[config.mk]
export PLATFORM = sky130hd
export DESIGN_NAME = zrle_burst_arbiter
export DESIGN_NICKNAME = d
export VERILOG_FILES = /design/src/rtl/zrle_burst_arbiter.sv
export SDC_FILE = /design/constraint.sdc
export NUM_CORES = 1
export LEC_CHECK = 0
export BUFFER_PORTS_ARGS = -buffer_cell sky130_fd_sc_hd__buf_2
export CAP_MARGIN = 25
export CORE_AREA = 2 2 191 193
export DETAILED_ROUTE_END_ITERATION = 7
export DIE_AREA = 0 0 193 195
export PLACE_DENSITY = 0.41
export SYNTH_ARGS = -nofsm -noshare
export SYNTH_HDL_FRONTEND = slang
export SYNTH_SLANG_ARGS = --single-unit
[constraint.sdc]
create_clock -name clk -period 2 [get_ports clk]
set_input_delay 0.3 -clock clk [delete_from_list [all_inputs] [get_ports clk]]
set_output_delay 0.3 -clock clk [all_outputs]
set_load 0.02 [all_outputs]
[src/rtl/zrle_burst_arbiter.sv]
// Burst arbiter sharing one ZRLE decompressor among N_REQ requesters, round-robin per burst.
// Latency: 1-cycle grant; input and response paths are zero-latency pass-through once granted.
// Backpressure: dec_ready_i gates the granted requester; resp_ready_i[grant] gates dec_ready_o.
module zrle_burst_arbiter #(
  parameter int N_REQ     = 4,
  parameter int BURST_LEN = 8,
  parameter int TIMEOUT   = 64
) (
  input  logic               clk,
  input  logic               rst,
  input  logic [N_REQ-1:0]   req_valid_i,
  input  logic [64*N_REQ-1:0] req_data_i,
  input  logic [N_REQ-1:0]   req_sop_i,
  input  logic [N_REQ-1:0]   req_eop_i,
  output logic [N_REQ-1:0]   req_ready_o,
  output logic               dec_valid_o,
  output logic [63:0]        dec_data_o,
  output logic               dec_sop_o,
  output logic               dec_eop_o,
  input  logic               dec_ready_i,
  input  logic               dec_valid_i,
  input  logic [63:0]        dec_data_i,
  input  logic               dec_sop_i,
  input  logic               dec_eop_i,
  output logic               dec_ready_o,
  output logic [N_REQ-1:0]   resp_valid_o,
  output logic [63:0]        resp_data_o,
  output logic               resp_sop_o,
  output logic               resp_eop_o,
  input  logic [N_REQ-1:0]   resp_ready_i,
  output logic [2:0]         grant_id_o,
  output logic               busy_o,
  output logic               err_timeout_o,
  output logic               err_orphan_o
);

  localparam int GW = $clog2(N_REQ);
  localparam int BW = $clog2(BURST_LEN + 1);
  localparam int TW = $clog2(TIMEOUT);

  typedef enum logic [1:0] {IDLE, FEED, DRAIN} state_t;

  state_t          state;
  logic [GW-1:0]   rr_ptr;
  logic [GW-1:0]   gnt;
  logic [BW-1:0]   beat_cnt;
  logic [TW-1:0]   timer;
  logic            err_timeout;
  logic            err_orphan;

  logic [63:0]     req_data_arr [N_REQ];
  logic [2*N_REQ-1:0] elig2;
  logic [N_REQ-1:0] rot;
  logic            found;
  logic [GW-1:0]   off;
  logic [GW:0]     sum;
  logic [GW-1:0]   pick;
  logic [GW-1:0]   gnt_next;
  logic            feed_hs;
  logic            resp_hs;

  // Unpack the flat requester data bus so the granted lane can be indexed directly.
  always_comb begin
    for (int i = 0; i < N_REQ; i++) begin
      req_data_arr[i] = req_data_i[64*i +: 64];
    end
  end

  // Round-robin pick: rotate eligibility so rr_ptr sits at bit 0, take the lowest set bit.
  always_comb begin
    elig2 = {2{req_valid_i & req_sop_i}};
    rot   = elig2[rr_ptr +: N_REQ];
    found = |rot;
    off   = '0;
    for (int i = N_REQ - 1; i >= 0; i--) begin
      if (rot[i]) off = GW'(i);
    end
    sum = {1'b0, rr_ptr} + {1'b0, off};
    if (sum >= (GW+1)'(N_REQ)) sum = sum - (GW+1)'(N_REQ);
    pick = sum[GW-1:0];
  end

  assign gnt_next = (gnt == GW'(N_REQ - 1)) ? '0 : gnt + GW'(1);
  assign feed_hs  = (state == FEED) && req_valid_i[gnt] && dec_ready_i;
  assign resp_hs  = dec_valid_i && resp_ready_i[gnt];

  // Burst FSM: grant in IDLE, count input beats in FEED, wait for decompressor EOP or timeout in DRAIN.
  always_ff @(posedge clk) begin
    if (rst) begin
      state       <= IDLE;
      rr_ptr      <= '0;
      gnt         <= '0;
      beat_cnt    <= '0;
      timer       <= '0;
      err_timeout <= 1'b0;
      err_orphan  <= 1'b0;
    end else begin
      case (state)
        IDLE: begin
          if (dec_valid_i) err_orphan <= 1'b1;
          if (found) begin
            gnt      <= pick;
            beat_cnt <= '0;
            state    <= FEED;
          end
        end
        FEED: begin
          if (feed_hs) begin
            beat_cnt <= beat_cnt + BW'(1);
            // EOP and burst-length limit on the same beat collapse into one transition.
            if (req_eop_i[gnt] || (beat_cnt == BW'(BURST_LEN - 1))) begin
              state <= DRAIN;
              timer <= '0;
            end
          end
        end
        DRAIN: begin
          // Decompressor self-clears on its EOP, so exit even if the requester is stalling it.
          if (dec_valid_i && dec_eop_i) begin
            rr_ptr <= gnt_next;
            state  <= IDLE;
          end else if (resp_hs) begin
            timer <= '0;
          end else if (timer == TW'(TIMEOUT - 1)) begin
            err_timeout <= 1'b1;
            rr_ptr      <= gnt_next;
            state       <= IDLE;
          end else if (timer != '1) begin
            timer <= timer + TW'(1);
          end
        end
        default: state <= IDLE;
      endcase
    end
  end

  // Datapath steering: input lane of the granted requester in FEED, response routing in FEED and DRAIN.
  always_comb begin
    req_ready_o  = '0;
    dec_valid_o  = 1'b0;
    dec_data_o   = '0;
    dec_sop_o    = 1'b0;
    dec_eop_o    = 1'b0;
    dec_ready_o  = 1'b1;
    resp_valid_o = '0;
    resp_data_o  = '0;
    resp_sop_o   = 1'b0;
    resp_eop_o   = 1'b0;
    if (state == FEED) begin
      dec_valid_o      = req_valid_i[gnt];
      dec_data_o       = req_data_arr[gnt];
      dec_sop_o        = req_sop_i[gnt];
      dec_eop_o        = req_eop_i[gnt];
      req_ready_o[gnt] = dec_ready_i;
    end
    if (state == FEED || state == DRAIN) begin
      resp_valid_o[gnt] = dec_valid_i;
      resp_data_o       = dec_data_i;
      resp_sop_o        = dec_sop_i;
      resp_eop_o        = dec_eop_i;
      dec_ready_o       = resp_ready_i[gnt];
    end
  end

  assign grant_id_o    = 3'(gnt);
  assign busy_o        = (state != IDLE);
  assign err_timeout_o = err_timeout;
  assign err_orphan_o  = err_orphan;

endmodule
==> metrics.txt, run 1 <==
status finished with violations; failing checks setup timing; CTS tree built; Final Hold Fails 0; clk root buf clkbuf_16; GR Layer Usage met1 14.8%; reg2reg start gnt[0]; Max Fclk 476 MHz; post-synth cell types 53; commonest non-fill, non-tap cell in the layout buf_2; Startpoint Class flip-flop; Static Leak 4.04 nW; first-pass GRT wire length 34.3 mm; GRT Util Overall 12.1%; GR Overflow Total 0; Setup CP Type reg -> out; Routed Antenna Nets 0; sequential area share after synthesis 9.35%; Max Cap Violations 0; Period minus WS final 2.10 ns; power density cells 1170 nW/um^2; fillcell total 3,924; initial core utilization 10.9%; final worst-path setup slack -0.101 ns; WP data arrival 1.80 ns; EDFF count, synth 0; total wire length 26.1 mm; top cells by area, synth mux4_2 39%, and2_1 22%, dfxtp_1 9.3%; post-synthesis register bit count 18; Synth Flop Type dfxtp_1; DR WL/cell 18.9 um; hold path start rst; I/O Pins 490; mean number of vias per cell 3.91; DIE AREA 37,600 um^2; share of layout cells above drive strength 1 78.4%; Pins Over Slew Limit 0; Synth async-reset ratio 0%; H-tree depth 1; vias in the first global route 5,439; Worst-path clk slew 0.05 ns; DP Wirelength 21.3 mm; row count 69; maximum VDD drop 501 uV; Critical Path RT 1.70 ns; Hold Path Class in -> reg; initial antenna violation count 5; Mapped Nets 746; final setup vio count 62; Skew-Pair Late Insertion Delay 0.25 ns; fin crit share 105%; leading cell types in the layout, fill and taps excluded 421 x buf_2, 78 x and2_1, 77 x buf_6, 67 x mux4_2, 59 x and2_4; DRC viols 0; DIE WIDTH 193 um; total number of vias 5,390; Rel. slew slack 67.1%; largest net degree at the start of global routing 72; top cell type's share of synthesized area 39.1%; synth warn 0; clk sink count 18; met3 GRT Util 1.35%; CTS Buffer Depth 2; busiest layer in global routing met2; unrepaired setup endpoints after global routing true; Worst setup EP type output pin; Cells after Synth 393; Final Skew 0.00185 ns; first-pass iteration count of the detailed router 4; leading area contributor after synthesis mux4_2; Initial DRC Count 177; area of the mapped netlist 3850 um^2; met2 Use GR 23.0%; worst r2r path cells 7; r2r setup slk -0.01 ns; Final Total Pwr 9.76 mW; syn_area_per_cell 9.81 um^2; FF/Latch Area 370 um^2; Worst-Margin Slew 0.489 ns; synth-to-layout area growth 117%; Hold EP timer[1]; die height 195 um; cts hold-fix bufs 0; reg2reg end state[0]; Core Footprint 35,400 um^2; TritonCTS Buffers 3; Multi-input gate area 3580 um^2; PortBufs 488; Nets 1,269; gpl congestion 0.858; setup TNS -2.63 ns; Worst Path Max Fanout 5; cell depth of the worst hold path 2
area by class of cell:
type | count | share of cell area, %
clock buffers | 3 | 0.898
flip-flops and latches | 18 | 4.43
repair buffers | 553 | 44.3
diodes | 3 | 0.0898
multi-input cells | 330 | 42.8
clock inverters | 1 | 0.0449
well taps | 461 | 6.90
inverters | 10 | 0.479
worst max path at each step:
stage            startpoint        endpoint  slack [ns]  cells past startpoint
2_1_floorplan        gnt[0]  dec_data_o[12]       -0.02                      5
3_3_place_gp   req_sop_i[2]          gnt[1]       -0.04                      9
3_5_place_dp   req_sop_i[1]          gnt[1]       -0.03                     10
4_1_cts              gnt[0]   dec_data_o[0]       -0.14                      6
5_1_grt              gnt[0]   dec_data_o[0]       -0.16                      6
6_report             gnt[0]   dec_data_o[0]       -0.10                      6
sequential cells by signal, indices dropped and copies added (netlist names):
signal and count:
timer 6, state 2, err_orphan_o 1, rr_ptr 2, gnt 2, err_timeout_o 1
beat_cnt 4
critical path, cell delays in order (launching register included):
cell	delay [ns]
dfxtp_4	0.39
buf_6	0.11
buf_8	0.12
buf_6	0.12
mux4_2	0.53
and2_4	0.16
buf_6	0.12
power by group:
part	switching [mW]	internal (mW)	leakage, nW	total (mW)
logic	4.46	4.43	3.85	8.89
clock network	0.135	0.266	0.0386	0.401
registers	0.0573	0.416	0.148	0.474
total	4.65	5.11	4.04	9.76
stage by stage:
| step | cell area, um^2 | std cells | hold WS, ns | setup slack [ns] | utilization [%] |
|---|---|---|---|---|---|
| 2_1_floorplan | 3870 | 393 | 0.445 | -0.0158 | - |
| 3_3_place_gp | 7120 | 1346 | 0.447 | -0.0386 | 20.1 |
| 3_5_place_dp | 7120 | 1346 | 0.468 | -0.0347 | 20.1 |
| 4_1_cts | 8080 | 1370 | 0.358 | -0.136 | 22.8 |
| 5_1_grt | 8360 | 1378 | 0.388 | -0.160 | 23.6 |
| 6_report | 8360 | 1379 | 0.360 | -0.101 | 23.6 |
routing by layer:
| layer | vias up | wire length, um | part of all wire [%] |
|---|---|---|---|
| met2 | 233 | 13600 | 52 |
| met3 | 16 | 1630 | 6.2 |
| met4 | 0 | 307 | 1.2 |
| met5 | - | 0 | 0 |
| met1 | 2618 | 10600 | 41 |
| li1 | 2523 | - | - |
cell usage after synthesis, types with 2 or more instances:
cell,instances
ha_1,11
clkbuf_1,22
buf_2,7
o21a_1,2
and3_1,11
a211oi_1,3
nor2b_1,2
nand2b_1,4
nand4_1,2
nand3_1,7
mux2_4,2
a21oi_1,9
nand2_1,11
o21ai_0,5
buf_1,3
a22o_1,2
o21ai_1,4
mux2i_1,5
nor2_1,11
and2_1,137
inv_1,10
buf_4,2
a32o_1,3
a221oi_1,2
dfxtp_1,18
mux4_2,67
nand4b_1,2
nor3_1,4
logic make-up after synthesis:
logic type	share of synthesized area, %
fa+ha+maj	3.57
buf+inv	5.00
mux	41.5
compound gates	10.1
flops	9.35
other cells	0.0973
simple gates	30.4
what timing repair did:
| action | CTS | global route |
|---|---|---|
| pin swaps | 17 | 31 |
| setup buffers | 18 | 2 |
| cloned | 5 | 4 |
| setup endpoints to repair | 75 | 155 |
| gates resized for setup | 198 | 48 |
No activity file was read; power rests on OpenSTA's default activity.
==> run 2: changes to the inputs <==
- RECOVER_POWER: not set -> 50
==> metrics.txt, run 2 (synthesis results as in run 1) <==
gpl congestion 0.858 (unchanged); Final Hold Fails 0 (unchanged); Pins Over Slew Limit 0 (unchanged); GRT Util Overall 12.1% (unchanged); first-pass GRT wire length 34.3 mm (unchanged); DR WL/cell 18.9 um (about the same); row count 69 (unchanged); Critical Path RT 1.70 ns (about the same); CTS Buffer Depth 2 (unchanged); total number of vias 5,389 (-0.019%); DIE AREA 37,600 um^2 (unchanged); mean number of vias per cell 3.91 (about the same); Initial DRC Count 156 (-12%); Regs by FF count timer x6, beat_cnt x4; DRC viols 0 (unchanged); Finished Core Util 23.5% (-0.13 points); maximum VDD drop 499 uV (-0.32%); initial core utilization 10.9% (unchanged); Core Footprint 35,400 um^2 (unchanged); Worst-path clk slew 0.05 ns (about the same); synth-to-layout area growth 116%; Top reg by flops timer; reg2reg start gnt[0]; commonest non-fill, non-tap cell in the layout buf_2; Max Cap Violations 0 (unchanged); Hold EP err_orphan_o; Worst Path Max Fanout 5 (unchanged); Max Fclk 476 MHz (about the same); unrepaired setup endpoints after global routing true; Startpoint Class flip-flop; H-tree depth 1 (unchanged); final worst-path setup slack -0.100 ns (+0.000973 ns); WP data arrival 1.80 ns (about the same); total wire length 26.1 mm (about the same); clk sink count 18 (unchanged); die height 195 um (unchanged); share of layout cells above drive strength 1 77.7% (-0.66 points); Period minus WS final 2.10 ns (-0.000973 ns); largest net degree at the start of global routing 72 (unchanged); Hold Path Class in -> reg; failing checks setup timing; r2r setup slk -0.01 ns (about the same); Nets 1,269 (unchanged); clk root buf clkbuf_16; reg2reg end state[0]; CTS tree built; pre-CTS worst setup slack -0.0347 ns (unchanged); DP Wirelength 21.3 mm (unchanged); Worst setup EP type output pin; PortBufs 488 (unchanged); Routed Antenna Nets 0 (unchanged); I/O Pins 490 (unchanged); Final Skew 0.000879 ns (-0.000975 ns); power density cells 1160 nW/um^2 (-0.81%); fin crit share 105% (about the same); TritonCTS Buffers 3 (unchanged); first-pass iteration count of the detailed router 4 (unchanged); vias in the first global route 5,439 (unchanged); leading cell types in the layout, fill and taps excluded 394 x buf_2, 80 x buf_6, 74 x and2_1, 67 x mux4_2, 59 x and2_4; worst r2r path cells 7 (unchanged); GR Overflow Total 0 (unchanged); DIE WIDTH 193 um (unchanged); Skew-Pair Late Insertion Delay 0.25 ns (about the same); cell depth of the worst hold path 2 (unchanged); max reg flops 6 (unchanged); hold path start rst; Setup CP Type reg -> out; cts hold-fix bufs 0 (unchanged); status finished with violations; Static Leak 3.99 nW (-1.3%); initial antenna violation count 5 (unchanged); final setup vio count 61 (-1.6%)
run 2: cell types whose count changed in the layout (fill, tap and decap cells not counted):
cell,change
buf_2,-27
clkbuf_2,+22
clkbuf_1,+6
and2_0,+4
and2_1,-4
buf_6,+3
clkbuf_16,-2
buf_12,-1
buf_4,-1
run 2: worst max-delay path, stage by stage, from the launching register on:
cell and delay, ns:
dfxtp_4 0.39, buf_6 0.11, buf_8 0.12, buf_6 0.12
mux4_2 0.53, and2_4 0.17, buf_6 0.12
run 2: worst max path at each step:
stage	from	endpoint	slack, ns	cells after the start
floorplan	gnt[0]	dec_data_o[12]	-0.02	5
global placement	req_sop_i[2]	gnt[1]	-0.04	9
detailed placement	req_sop_i[1]	gnt[1]	-0.03	10
CTS	gnt[0]	dec_data_o[0]	-0.14	6
global route	gnt[0]	dec_data_o[0]	-0.16	6
finish	gnt[0]	dec_data_o[0]	-0.10	6
run 2: cell type report:
cell class	count	area, um^2
clock inverter	1	3.75
fill	3932	27100
multi-input combinational	330	3580
tap	461	577
clock buffer	3	75.1
inverter	10	40.0
antenna	3	7.51
sequential	18	370
timing repair buffer	553	3660
run 2: per-stage QoR:
stage                     setup TNS, ns  hold slack (ns)  power [mW]  instance area (um^2)  std cells
after global placement          -0.0386            0.447        7.30                  7120       1346
after floorplan                  -0.315            0.445        4.75                  3870        393
after global routing              -7.35            0.388        10.3                  8310       1378
final                             -2.53            0.359        9.63                  8310       1379
after detailed placement        -0.0358            0.468        7.29                  7120       1346
after CTS                         -4.24            0.358        9.13                  8080       1370
run 2: report_power, final:
part / total [mW] / switching, mW / internal, mW
logic: 8.75 / 4.46 / 4.29
registers: 0.474 / 0.0573 / 0.416
clock network: 0.399 / 0.133 / 0.266
run 2: timing repair:
item,4_1_cts,5_1_grt
hold endpoints to repair,0,0
gates cloned,5,4
endpoints found under the setup margin,75,155
pin swaps,17,31
resized for setup,198,48
setup buffers,18,2
run 2: routing by layer:
metal	up-vias	GRT usage (%)	part of all wire [%]
met5	-	0	0
li1	2522	-	-
met1	2614	14.8	40
met3	18	1.35	6.5
met4	0	1.49	1.2
met2	235	23.0	52
